File: src/rtl/ibus_dbus_arbiter.sv
// rtl/ibus_dbus_arbiter.sv - single-bus arbiter between instruction fetch and memory access
//
// Purpose: grants one external bus to either the IF or the MEM requester,
// registers every bus output, returns read data with a one-cycle ack pulse,
// aborts stuck transactions after TIMEOUT wait cycles and raises pipeline
// stall requests while a requester is waiting.
//
// Ports:
//   clk, rst                      clock, asynchronous active-low reset
//   if_req/if_addr                IF fetch request (held until if_ack or flush)
//   if_rdata/if_ack               fetched word and its one-cycle completion pulse
//   mem_req/we/sel/addr/wdata     MEM request and qualifiers (held until mem_ack)
//   mem_rdata/mem_ack             MEM read word and its one-cycle completion pulse
//   flush                         cancels delivery of an in-flight IF result
//   bus_req/we/sel/addr/wdata     registered bus request and qualifiers
//   bus_rdata/bus_ack             bus read data and completion
//   bus_err                       one-cycle pulse when a transaction times out
//   stallreq_from_if/_mem         combinational stall requests to the pipeline

module ibus_dbus_arbiter #(
  parameter int ADDR_W  = 32,
  parameter int DATA_W  = 32,
  parameter int TIMEOUT = 255
) (
  input  logic              clk,
  input  logic              rst,
  input  logic              if_req,
  input  logic [ADDR_W-1:0] if_addr,
  output logic [DATA_W-1:0] if_rdata,
  output logic              if_ack,
  input  logic              mem_req,
  input  logic              mem_we,
  input  logic [3:0]        mem_sel,
  input  logic [ADDR_W-1:0] mem_addr,
  input  logic [DATA_W-1:0] mem_wdata,
  output logic [DATA_W-1:0] mem_rdata,
  output logic              mem_ack,
  input  logic              flush,
  output logic              bus_req,
  output logic              bus_we,
  output logic [3:0]        bus_sel,
  output logic [ADDR_W-1:0] bus_addr,
  output logic [DATA_W-1:0] bus_wdata,
  input  logic [DATA_W-1:0] bus_rdata,
  input  logic              bus_ack,
  output logic              bus_err,
  output logic              stallreq_from_if,
  output logic              stallreq_from_mem
);

  localparam logic [1:0] S_IDLE    = 2'd0;
  localparam logic [1:0] S_MEM_BUS = 2'd1;
  localparam logic [1:0] S_IF_BUS  = 2'd2;
  localparam logic [1:0] S_DONE    = 2'd3;

  localparam logic [7:0] TIMEOUT_CNT = 8'(TIMEOUT);

  logic [1:0]        r_state;
  logic [7:0]        r_wait_cnt;
  logic              r_discard;
  logic              r_bus_req;
  logic              r_bus_we;
  logic [3:0]        r_bus_sel;
  logic [ADDR_W-1:0] r_bus_addr;
  logic [DATA_W-1:0] r_bus_wdata;
  logic              r_bus_err;
  logic [DATA_W-1:0] r_if_rdata;
  logic              r_if_ack;
  logic [DATA_W-1:0] r_mem_rdata;
  logic              r_mem_ack;

  logic [7:0]        w_cnt_next;
  logic              w_timeout;
  logic              w_if_discard;

  assign w_cnt_next   = r_wait_cnt + 8'd1;
  assign w_timeout    = (w_cnt_next == TIMEOUT_CNT);
  // A flush in the completing cycle must also suppress the result.
  assign w_if_discard = r_discard | flush;

  always_ff @(posedge clk or negedge rst) begin
    if (!rst) begin
      r_state     <= S_IDLE;
      r_wait_cnt  <= '0;
      r_discard   <= 1'b0;
      r_bus_req   <= 1'b0;
      r_bus_we    <= 1'b0;
      r_bus_sel   <= '0;
      r_bus_addr  <= '0;
      r_bus_wdata <= '0;
      r_bus_err   <= 1'b0;
      r_if_rdata  <= '0;
      r_if_ack    <= 1'b0;
      r_mem_rdata <= '0;
      r_mem_ack   <= 1'b0;
    end else begin
      r_if_ack  <= 1'b0;
      r_mem_ack <= 1'b0;
      r_bus_err <= 1'b0;
      case (r_state)
        S_IDLE: begin
          // MEM holds the older instruction, so it always wins a tie.
          if (mem_req) begin
            r_state     <= S_MEM_BUS;
            r_bus_req   <= 1'b1;
            r_bus_we    <= mem_we;
            r_bus_sel   <= mem_sel;
            r_bus_addr  <= mem_addr;
            r_bus_wdata <= mem_wdata;
            r_wait_cnt  <= '0;
          end else if (if_req && !flush) begin
            r_state     <= S_IF_BUS;
            r_bus_req   <= 1'b1;
            r_bus_we    <= 1'b0;
            r_bus_sel   <= 4'b1111;
            r_bus_addr  <= if_addr;
            r_bus_wdata <= '0;
            r_wait_cnt  <= '0;
            r_discard   <= 1'b0;
          end
        end
        S_MEM_BUS: begin
          if (bus_ack) begin
            r_mem_rdata <= bus_rdata;
            r_mem_ack   <= 1'b1;
            r_bus_req   <= 1'b0;
            r_state     <= S_DONE;
          end else if (w_timeout) begin
            r_mem_rdata <= '0;
            r_mem_ack   <= 1'b1;
            r_bus_err   <= 1'b1;
            r_bus_req   <= 1'b0;
            r_state     <= S_DONE;
          end else begin
            r_wait_cnt  <= w_cnt_next;
          end
        end
        S_IF_BUS: begin
          // The bus cannot abort, so a flushed fetch still runs to completion
          // and only the delivery to IF is dropped.
          if (bus_ack || w_timeout) begin
            if (!w_if_discard) begin
              r_if_rdata <= bus_ack ? bus_rdata : '0;
              r_if_ack   <= 1'b1;
            end
            r_bus_err <= ~bus_ack;
            r_bus_req <= 1'b0;
            r_discard <= 1'b0;
            r_state   <= S_DONE;
          end else begin
            r_wait_cnt <= w_cnt_next;
            r_discard  <= w_if_discard;
          end
        end
        S_DONE: begin
          // One guaranteed idle bus cycle between transactions.
          r_state <= S_IDLE;
        end
        default: begin
          r_state <= S_IDLE;
        end
      endcase
    end
  end

  assign bus_req   = r_bus_req;
  assign bus_we    = r_bus_we;
  assign bus_sel   = r_bus_sel;
  assign bus_addr  = r_bus_addr;
  assign bus_wdata = r_bus_wdata;
  assign bus_err   = r_bus_err;
  assign if_rdata  = r_if_rdata;
  assign if_ack    = r_if_ack;
  assign mem_rdata = r_mem_rdata;
  assign mem_ack   = r_mem_ack;

  assign stallreq_from_if  = if_req & ~r_if_ack & ~flush;
  assign stallreq_from_mem = mem_req & ~r_mem_ack;

endmodule

File: config.mk
export PLATFORM = sky130hd
export DESIGN_NAME = ibus_dbus_arbiter
export DESIGN_NICKNAME = d
export VERILOG_FILES = /design/src/rtl/ibus_dbus_arbiter.sv
export SDC_FILE = /design/constraint.sdc
export NUM_CORES = 1
export LEC_CHECK = 0
export BUFFER_PORTS_ARGS = -buffer_cell sky130_fd_sc_hd__buf_2
export CAP_MARGIN = 20
export CORE_ASPECT_RATIO = 1.4
export CORE_MARGIN = 1
export CORE_UTILIZATION = 51
export CTS_CLUSTER_SIZE = 16
export DETAILED_ROUTE_END_ITERATION = 8
export HOLD_SLACK_MARGIN = 0.12
export PLACE_DENSITY = 0.86
export SYNTH_ARGS = -nofsm -noshare
export SYNTH_HDL_FRONTEND = slang
export SYNTH_SLANG_ARGS = --single-unit
File: constraint.sdc
create_clock -name clk -period 3.6 [get_ports clk]
set_clock_uncertainty 0.05 [all_clocks]
set_input_delay 0.18 -clock clk [delete_from_list [all_inputs] [get_ports clk]]
set_output_delay 0.18 -clock clk [all_outputs]
set_load 0.02 [all_outputs]
Yosys cells after proc, flatten, opt, wreduce, memory -nomap -nowiden:

Cells that the tools add are included.
Widths: inputs -> output; s select.

* add/subtract/negate cells: 1
* equality and inequality tests: 12
* muxes and demuxes: 41
* bitwise gates (word level): 9
* reduce and logical (&&, ||, !) cells: 15

Operators by type and width (number)
* $mux 32: 7
* $mux 8: 5
* $pmux 8 s3: 1
* $mux 1: 17
* $ne 2x2->1 const B: 6
* $mux 2: 5
* $reduce_and 3->1: 3
* $add 8x1->8 const B: 1
* $eq 8x8->1 const B: 1
* $mux 4: 2
* $pmux 2 s4: 1
* $ne 3x3->1 const B: 2
* $reduce_bool 2->1: 3
* $not 1->1: 5
* $reduce_and 5->1: 1
* $eq 2x2->1 const B: 2
* $pmux 1 s2: 2
* $reduce_and 2->1: 2
* $reduce_and 4->1: 1
* $and 1x1->1: 3
* $pmux 1 s3: 1
* $reduce_bool 3->1: 1
* $eq 2x1->1 const B: 1
* $logic_not 2->1: 1
* 4 further kinds: 4

* register bits: 148
* bits of input ports: 139
* output and inout bits: 139
* logic and storage cells: 91

Longest topological paths before layout:

Gate-level depths: netlist (run 1).

* depth in word-level cells: 5
* depth in mapped cells: 10
* mapped depth without buffers: 8

Least setup slack after synthesis (run 1):

No wires, ideal clock.

* kind: flip-flop to flip-flop
* start point: register r_state[1]
* end point: register r_wait_cnt[3]
* library setup time: 0.069 ns
* arrival: 2.000 ns
* required time: 3.481 ns
* path slack: 1.481 ns
* stages on the path, launching flop included: 9
* path buffers: 1
* period minus slack after synthesis: 2.119 ns
* cell sequence: dfrtp_1 > inv_1 > ha_1 > buf_2 > or2_2 > a211oi_4 > o21ai_1 > or4b_1 > nand3_1

* longest elaborated chain between the ends: 3
* elaborated cells on any way between the ends: 10
* classes of those cells: eq/ne: 6; mux: 1; reduce/logical: 3

Ends and longest elaborated chain
* start, declared: RTL line 58 `logic [1:0] r_state;`
* start signal, assigned: RTL line 83 `r_state <= S_IDLE;`
* start signal, assigned: RTL line 104 `r_state <= S_MEM_BUS;`
* start signal, assigned: RTL line 112 `r_state <= S_IF_BUS;`
* $eq 2x2->1, or another cell as far along: RTL line 100 `case (r_state)`
* $ne 2x2->1 (no source line), or another cell as far along
* $reduce_and 5->1 (no source line)
* end signal, assigned: RTL line 135 `r_wait_cnt <= w_cnt_next;`
* end signal, assigned: RTL line 151 `r_wait_cnt <= w_cnt_next;`
* end, declared: RTL line 59 `logic [7:0] r_wait_cnt;`

Parallel ways exist; a longest one is shown, timed or not.
A chain may end at the register's enable or synchronous reset.

Worst setup path after layout (run 1):

* start point: register r_wait_cnt[1]
* end point: register r_if_rdata[1] (netlist: if_rdata[1])

* longest elaborated chain between the ends: 4

Ends and longest elaborated chain
* $add 8x1->8: RTL line 76 `assign w_cnt_next = r_wait_cnt + 8'd1;`
* $eq 8x8->1: RTL line 77 `assign w_timeout = (w_cnt_next == TIMEOUT_CNT);`
* $logic_or 1x1->1: RTL line 141 `if (bus_ack || w_timeout) begin`
* $reduce_and 3->1 (no source line)
* end signal, assigned: RTL line 143 `r_if_rdata <= bus_ack ? bus_rdata : '0;`
* end, declared: RTL line 67 `logic [DATA_W-1:0] r_if_rdata;`

Every way passes these cells.

==> results.env, run 1 <==
NFILLCELLS=575
IO_BUFFERS=277
AVGVIACOUNTPERCELL=6.33
ASYNC_RESET_FF_FRAC=1.00
CP_MAX_FO=33
PLACE_CONGESTION=0.877
ROWS=47
SYNTH_ENABLE_FLOP_CELLS=0
GLOBAL_ROUTING_MET1_RESOURCE_UTILIZATION=0.444
GLOBAL_ROUTE.OVERFLOW_TOTAL=0
DIE-AREA_UM2=12700
R2R_START='r_wait_cnt[1]'
REG2REG_SLACK_PS=790
ANTENNA_LEFT=0
MAX_CAP_CHECK_VIOLATION_COUNT=0
PERIOD_NEEDED_PS=2810
ROUTED_WL_MM=26.3
DIE_HEIGHT_UM=133
HPWLAFTERDP_MM=12.5
GRT_ANTENNA_BEFORE_REPAIR=1
R2R.WORST_PATH.CELLS=7
POST_LAYOUT_NONFILLER_INSTANCES=1052
WORST_EP_ARRIVAL_TIME_PS=3110
CTS_TREE='yes'
SYNTH_CELLS=496
P_LEAK_uW=0.00488
AREA.GROWTH.SYNTH_TO_FINAL_PCT=55.1
IOS=278
DRT_ITER0_MARKERS=664
SYNTH_NETS=642
CORE_AREA_UM2=11900
FIRST_GLOBAL_VIAS=6850
FINAL_NETS=1037
SETUP_REPAIR_AFTER_GLOBAL_ROUTING_MISSED_ITS_MARGIN='false'
GRT_BUSIEST_LAYER='met2'
ROUTED_WIRE_LENGTH_PER_INSTANCE_UM=25.0
GRT_PASS1_WL_MM=38.0
GRT_USE_MET3=0.107
FMAX_MHz=356
CTS.SINKS=148
LEADING_REGISTER_CELL_TYPE_OUT_OF_SYNTHESIS='dfrtp_1'
CTS_ROOT_BUF='clkbuf_16'
FLOORPLAN.INITIALDENSITY=0.525
DRC=0
SYNTH.AVG_CELL_AREA_UM2=12.6
DETAILROUTE.VIA_COUNT=6661
CTSLONGESTPATHBUFFERS=2
WORSTMARGINPINSLEW_PS=943
GLOBALROUTETOTALUTIL=0.412
GRT_MAX_DEGREE=119
INSERTION_DELAY_PS=430
POST_ROUTE_CELLS_DRIVE_ABOVE_1_SHARE=0.367
PERIOD_SHARE=0.781
TIMING.MAX_SLEW.REL_SLACK=0.369
FIN_TNS_SETUP_PS=0
POST-PLACE-CELLS=881
GR_LAYER_USAGE_MET2=0.675
WORST-ENDPOINT-REQUIRED_PS=3900
SETUP.WORST_PATH.START_CLASS='flip-flop'
HOLD_VIOL_FINAL=0
NUMCTSBUFFERS=17
RUN_STATUS='finished, final reports clean'
IRDROPWORSTVDD_uV=703
DRTPASS1ITERATIONS=6
YOSYS_WARNINGS=0
CTS.CLK_SLEW.WORST_PATHS_PS=70
SYNTH_SEQUENTIAL_AREA_RATIO=0.594
TIMING_WORST_SETUP_PATH_TYPE='flip-flop to flip-flop'
SYNTH_CELL_TYPE_COUNT=48
DIE-WIDTH_UM=95.4
CRITICAL_PATH.REG2REG.ENDPOINT='if_rdata[1]'
CTS.HTREE.LEVELS=4
FLIP_FLOP_AND_LATCH_COUNT_AFTER_SYNTHESIS=148
CTS_SETUP_BUFFERS=0
REPORT.FINAL.SLEW_VIOL_COUNT=0
PWR_DENSITY_CELL_nW_PER_UM2=912
SETUP_VIOLATIONS=0
HOLDCRITPATHCLASS='primary input to asynchronous set/reset pin'
CRITPATHCAPTURETYPE='flip-flop'
MAPPED_AREA_UM2=6230
[cells by family after synthesis]
group	count (synthesis)	share of synthesized area
AO/OA/AOI/OAI	160	0.218
adder cells (fa/ha/maj)	7	0.0141
AND/OR/NAND/NOR	89	0.0689
multiplexers	36	0.0582
buffers and inverters	55	0.0456
flip-flops	148	0.594
XOR/XNOR	1	0.00141
[metrics by stage]
stage	setup WS (ps)	total power [uW]	utilization	hold WS, ps	cell area (um^2)
after detailed placement	1070	6220	0.642	348	7620
after global routing	664	9070	0.814	156	9670
after global placement	1180	6060	0.642	342	7620
after floorplan	1480	5000	-	-166	6230
final	789	8820	0.814	123	9670
after CTS	1030	8300	0.810	136	9620
[layout by cell type, fill, tap and decap left out, drive strengths merged, types with 2 or more instances in the layout]
cell,instances
or4b,2
nand3,6
dfrtp,148
nor4bb,2
or2,2
o21ai,43
dlygate4sd3,136
nor2b,2
a22o,34
a31oi,2
mux2i,34
buf,285
a211oi,2
bufinv,4
and2,3
a211o,2
nor3,3
a21oi,2
nand2,55
nand2b,2
a32o,64
o22a,3
nor2,7
clkinv,3
mux2,2
inv,18
ha,7
clkbuf,17
[cell type report]
type / count / area [um^2] / share of cell area
multi-input combinational: 293 / 2260 / 0.234
timing repair buffer: 421 / 2840 / 0.294
inverter: 10 / 37.5 / 0.00388
sequential: 148 / 3700 / 0.383
antenna: 1 / 2.50 / 0.000259
tap: 147 / 184 / 0.0190
clock inverter: 15 / 214 / 0.0221
clock buffer: 17 / 425 / 0.0440
[how the worst max path moves through the flow]
stage | from | end | slack [ps] | cells past startpoint
2_1_floorplan | r_state[1] | r_wait_cnt[3] | 1480 | 8
3_3_place_gp | r_wait_cnt[1] | mem_rdata[27] | 1180 | 7
3_5_place_dp | r_wait_cnt[1] | if_rdata[4] | 1070 | 7
4_1_cts | r_wait_cnt[1] | mem_rdata[4] | 1030 | 7
5_1_grt | r_wait_cnt[1] | if_rdata[1] | 660 | 7
6_report | r_wait_cnt[1] | if_rdata[1] | 790 | 7
[where the power goes]
group | leakage, uW | internal, uW | total, uW | switching [uW]
clock | 0.000317 | 1180 | 1990 | 809
combinational | 0.00270 | 1370 | 3810 | 2440
sequential | 0.00186 | 2420 | 3010 | 600
[synth_stat cells (all sizes together), types with 3 or more instances]
library cell,instances,area share
nand3,6,0.0068
ha,7,0.014
and2,3,0.0034
a22o,34,0.048
dfrtp,148,0.59
o21ai,43,0.038
o22a,3,0.0042
buf,15,0.021
nor2,7,0.0042
clkbuf,30,0.018
a32o,64,0.10
inv,10,0.0060
mux2i,34,0.055
nand2,55,0.033
nor3,3,0.0024
[flip-flops by register name, indices dropped and copies added (netlist names)]
register    count
bus_we          1
mem_ack         1
r_wait_cnt      8
bus_addr       32
if_ack          1
bus_wdata      32
if_rdata       32
bus_sel         4
bus_req         1
bus_err         1
mem_rdata      32
r_state         2
r_discard       1
[worst max-delay path, cell delays in order, from the launching register on]
cell	delay, ps
dfrtp_1	440
ha_1	320
a21o_2	170
a41oi_2	150
a211o_1	370
and2_4	190
o21ai_4	720
a32o_1	330
[routing by layer]
metal  up-vias  wire length (um)
li1       2666                 -
met1      3211              8530
met2       594             13100
met3       190              2330
met4         0              2360
met5         -                 0
[repair_timing]
item | in CTS | in global routing
resized for setup | 0 | 0
setup endpoints to repair | 0 | 0
endpoints found under the hold margin | 251 | 0
hold buffers | 136 | 0
Note: power is estimated with default switching activity, not from simulation.
==> inputs of run 2 (changes only) <==
--- a/config.mk
+++ b/config.mk
@@ -5,15 +5,16 @@
 export SDC_FILE = /design/constraint.sdc
 export NUM_CORES = 1
 export LEC_CHECK = 0
+export ABC_AREA = 1
 export BUFFER_PORTS_ARGS = -buffer_cell sky130_fd_sc_hd__buf_2
 export CAP_MARGIN = 20
 export CORE_ASPECT_RATIO = 1.4
 export CORE_MARGIN = 1
-export CORE_UTILIZATION = 51
+export CORE_UTILIZATION = 43
 export CTS_CLUSTER_SIZE = 16
 export DETAILED_ROUTE_END_ITERATION = 8
 export HOLD_SLACK_MARGIN = 0.12
-export PLACE_DENSITY = 0.86
+export PLACE_DENSITY = 0.77
 export SYNTH_ARGS = -nofsm -noshare
 export SYNTH_HDL_FRONTEND = slang
 export SYNTH_SLANG_ARGS = --single-unit
==> constraint.sdc (replaced) <==
create_clock -name clk -period 2.4 [get_ports clk]
set_clock_uncertainty 0.05 [all_clocks]
set_input_delay 0.12 -clock clk [delete_from_list [all_inputs] [get_ports clk]]
set_output_delay 0.12 -clock clk [all_outputs]
set_load 0.02 [all_outputs]
==> run 2 against run 1 <==
Clock power increased by 35%. Combinational power increased by 56%. Critical path depth increased by 1. Die area increased by 18%. First-iteration DRC count decreased by 47%. Sequential cell count unchanged. Cell count increased by 19%. Largest cell class unchanged. Largest power group unchanged.
==> results.env, run 2 <==
FIN_TNS_SETUP_PS=0  # unchanged
SYNTHADDERAREAFRAC=0.0141  # about the same
NUMCTSBUFFERS=17  # unchanged
HOLDCRITPATHCLASS='primary input to asynchronous set/reset pin'  # unchanged
SHARE_OF_THE_SYNTHESIZED_AREA_IN_THE_TOP_CELL_TYPE=0.594  # about the same
YOSYS.CELL_COUNT.TOP_TYPE='nand2_1'  # was dfrtp_1
ANTENNA_CELLS_INSERTED=0  # was 1
WORST_EP_ARRIVAL_TIME_PS=2550  # was 3110 ps
CTSLONGESTPATHBUFFERS=2  # unchanged
DIE-WIDTH_UM=104  # was 95.4 um
LEADING_REGISTER_CELL_TYPE_OUT_OF_SYNTHESIS='dfrtp_1'  # unchanged
MAX_STAGE_DELAY_PS=590  # was 720 ps
SYNTH_NETS=791  # was 642
MAXUSEDROUTINGLAYER='met4'  # unchanged
DIE-AREA_UM2=15000  # was 12,700 um^2
POST-PLACE-CELLS=1082  # was 881
INTERNAL-POWER_uW=7480  # was 4970 uW
GRT_MAX_DEGREE=71  # was 119
FINAL_CORE_AREA_UTILIZATION=0.698  # was 0.814
DRT_ITER0_MARKERS=354  # was 664
MUXSHAREOFSYNTHAREA=0  # was 0.0582
AVGVIACOUNTPERCELL=5.09  # was 6.33
SYNTHSIMPLEGATEAREAFRAC=0.190  # was 0.0689
IOS=278  # unchanged
FINAL_NETS=1200  # was 1,037
CTS_ROOT_BUF='clkbuf_16'  # unchanged
SETUP_REPAIR_AFTER_GLOBAL_ROUTING_MISSED_ITS_MARGIN='false'  # unchanged
FLOORPLAN.INITIALDENSITY=0.444  # was 0.525
AREA.GROWTH.SYNTH_TO_FINAL_PCT=57.4  # was 55.1%
SYNTH_TOP_FAMILY_BY_AREA='simple AND/OR/NAND/NOR gates'  # was compound AO/OA/AOI/OAI gates
SEQ_POWER_SHARE=0.333  # was 0.342
GLOBAL_ROUTE.OVERFLOW_TOTAL=0  # unchanged
HPWLAFTERDP_MM=11.6  # was 12.5 mm
POST_LAYOUT_NONFILLER_INSTANCES=1252  # was 1,052
SYNTH.AVG_CELL_AREA_UM2=9.66  # was 12.6 um^2
CTS.CLK_SLEW.WORST_PATHS_PS=70  # about the same
SW_FRAC_OF_TOTAL=0.422  # was 0.436
DIE_HEIGHT_UM=144  # was 133 um
TIMING_WORST_SETUP_PATH_TYPE='flip-flop to flip-flop'  # unchanged
WORST-ENDPOINT-REQUIRED_PS=2700  # was 3900 ps
GRT_PASS1_WL_MM=32.3  # was 38.0 mm
PERIOD_SHARE=0.936  # was 0.781
HOLD_VIOL_FINAL=0  # unchanged
CTS_SETUP_BUFFERS=0  # unchanged
FLIP_FLOP_AND_LATCH_COUNT_AFTER_SYNTHESIS=148  # unchanged
SYNTH_CELLS=645  # was 496
FIRST_GLOBAL_VIAS=6625  # was 6,850
CRITICAL-PATH-SLOWEST-CELL='dlygate4sd3_1'  # was o21ai_4
TOTAL_SWITCHING_POWER_uW=5460  # was 3850 uW
WL_MET3_MM=1.39  # was 2.33 mm
CRITICAL_PATH.CELL_CHAIN='inv_1 -> ha_1 -> nand2_2 -> nand2_4 -> buf_12 -> nor2_1 -> a31oi_1 -> dlygate4sd3_1'  # was ha_1 -> a21o_2 -> a41oi_2 -> a211o_1 -> and2_4 -> o21ai_4 -> a32o_1
MAX_CAP_CHECK_VIOLATION_COUNT=0  # unchanged
IO_BUFFERS=277  # unchanged
SETUP_VIOLATIONS=0  # unchanged
IRDROPWORSTVDD_uV=764  # was 703 uV
SYNTH.AREA.TOP_CELLS='dfrtp_1, nand2_1, a22o_1, o21ai_2, a31oi_1'  # was dfrtp_1, a32o_1, mux2i_1, a22o_1, nand2_1
PWR_DENSITY_CELL_nW_PER_UM2=1320  # was 912 nW/um^2
CRITPATHCAPTURETYPE='flip-flop'  # unchanged
SYNTH-COMPOUND-AREA-SHARE=0.155  # was 0.218
SETUP.WORST_PATH.START_CLASS='flip-flop'  # unchanged
COMBPWRFRAC=0.459  # was 0.432
P_LEAK_uW=0.00501  # was 0.00488 uW
DESIGN_AREA_UM2=9810  # was 9670 um^2
CTS.SINKS=148  # unchanged
FMAX_MHz=445  # was 356 MHz
WORSTMARGINPINSLEW_PS=656  # was 943 ps
SYNTH.CELLS.MOST_FREQUENT='nand2_1, dfrtp_1, nor2_1'  # was dfrtp_1, a32o_1, nand2_1
PERIOD_NEEDED_PS=2250  # was 2810 ps
ROUTEDLENGTHMET1_MM=7.71  # was 8.53 mm
MAPPED_AREA_UM2=6230  # about the same
RUN_STATUS='finished, final reports clean'  # unchanged
SYNTH_SEQUENTIAL_AREA_RATIO=0.594  # about the same
WL_MET2_MM=10.6  # was 13.1 mm
CP_MAX_FO=34  # was 33
DRC=0  # unchanged
WORST-PATH-BUF-INV=3  # was 0
INSERTION_DELAY_PS=400  # was 430 ps
DETAILROUTE.VIA_COUNT=6367  # was 6,661
ROUTED_WL_MM=20.5  # was 26.3 mm
SYNTHDOMINANTAREACELLTYPE='dfrtp_1'  # unchanged
CORE_AREA_UM2=14000  # was 11,900 um^2
ROUTED_WIRE_LENGTH_PER_INSTANCE_UM=16.4  # was 25.0 um
FINAL.HOLD.WORST_SLACK_PS=253  # was 123 ps
REPORT.FINAL.SLEW_VIOL_COUNT=0  # unchanged
TIMING.MAX_SLEW.REL_SLACK=0.561  # was 0.369
DRTPASS1ITERATIONS=5  # was 6
POWER.SHARE.CLOCK=0.207  # was 0.226
CTS_TREE='yes'  # unchanged
SYNTH_CELL_TYPE_COUNT=28  # was 48
CTS.HTREE.LEVELS=4  # unchanged
TIMING.CRITICAL_PATH.MAX_DELAY_FAMILY='buffers and inverters'  # was compound AO/OA/AOI/OAI gates
MOST-COMMON-LAYOUT-CELLS='buf_2, nand2_1, dfrtp_1, dlygate4sd3_1, nor2_1'  # was buf_2, dfrtp_1, dlygate4sd3_1, a32o_1, nand2_1
GRT_ANTENNA_BEFORE_REPAIR=0  # was 1
ROWS=51  # was 47
ANTENNA_LEFT=0  # unchanged
YOSYS_WARNINGS=0  # unchanged
SYNTH_ENABLE_FLOP_CELLS=0  # unchanged
POST_SYNTH_XOR_AREA_FRACTION=0.00141  # about the same
POST_ROUTE_CELLS_DRIVE_ABOVE_1_SHARE=0.352  # was 0.367
GLOBALROUTETOTALUTIL=0.275  # was 0.412
ASYNC_RESET_FF_FRAC=1.00  # unchanged
DETAILED_PLACE.AREA_UM2=7800  # was 7620 um^2
PLACE_CONGESTION=0.862  # was 0.877
FINAL_COMMON_CELL='buf_2'  # unchanged
-- run 2: final timing paths --
path | cells after the start | from | end | slack, ps
min reg2reg | 2 | bus_sel[3] | bus_sel[3] | 420
max in group asynchronous | 3 | rst | bus_addr[9] | 1330
min in group clk | 7 | if_req | r_state[1] | 270
max | 8 | r_state[1] | bus_addr[10] | 150
min | 2 | rst | if_rdata[17] | 250
max reg2reg | 8 | r_state[1] | bus_addr[10] | 150
-- run 2: layout make-up --
type	count	area, um^2
repair buffers	428	2920
inverters	24	90.1
clock buffers	17	425
clock inverters	15	180
well taps	185	231
fillers	1006	4230
flip-flops and latches	148	3700
multi-input cells	435	2250
-- run 2: what timing repair did --
item / in CTS / in global routing
setup endpoints to repair: 0 / 31
hold buffers: 137 / 0
gates resized for setup: 0 / 2
endpoints found under the hold margin: 203 / 0
-- run 2: kinds of logic after synthesis --
kind of cell | Yosys count
compound gates | 139
buf+inv | 62
fa+ha+maj | 7
simple gates | 288
xor+xnor | 1
flops | 148
-- run 2: worst register-to-register path, cell delays in order (launching register included) --
cell           delay (ps)
dfrtp_1               420
inv_1                 110
ha_1                  220
nand2_2               170
nand2_4               150
buf_12                200
nor2_1                 70
a31oi_1               210
dlygate4sd3_1         590
-- run 2: through the flow --
stage	power (uW)	setup slack [ps]
4_1_cts	12800	128
6_report	12900	155
2_1_floorplan	7560	609
5_1_grt	13700	45.7
3_3_place_gp	9280	465
3_5_place_dp	9410	387
-- run 2: metal layers --
| layer | GRT usage | up-vias |
|---|---|---|
| met2 | 0.484 | 343 |
| met4 | 0.145 | 0 |
| met3 | 0.0617 | 67 |
| li1 | - | 2959 |
| met5 | 0 | - |
| met1 | 0.315 | 2998 |
-- run 2: power by group through the flow --
| stage | Combinational (uW) | Sequential (uW) | Clock, uW |
|---|---|---|---|
| floorplan | 1970 | 5590 | 0 |
| global placement | 5040 | 4240 | 0 |
| detailed placement | 5130 | 4270 | 0 |
| CTS | 5750 | 4260 | 2750 |
| global route | 6410 | 4440 | 2870 |
| finish | 5940 | 4310 | 2680 |
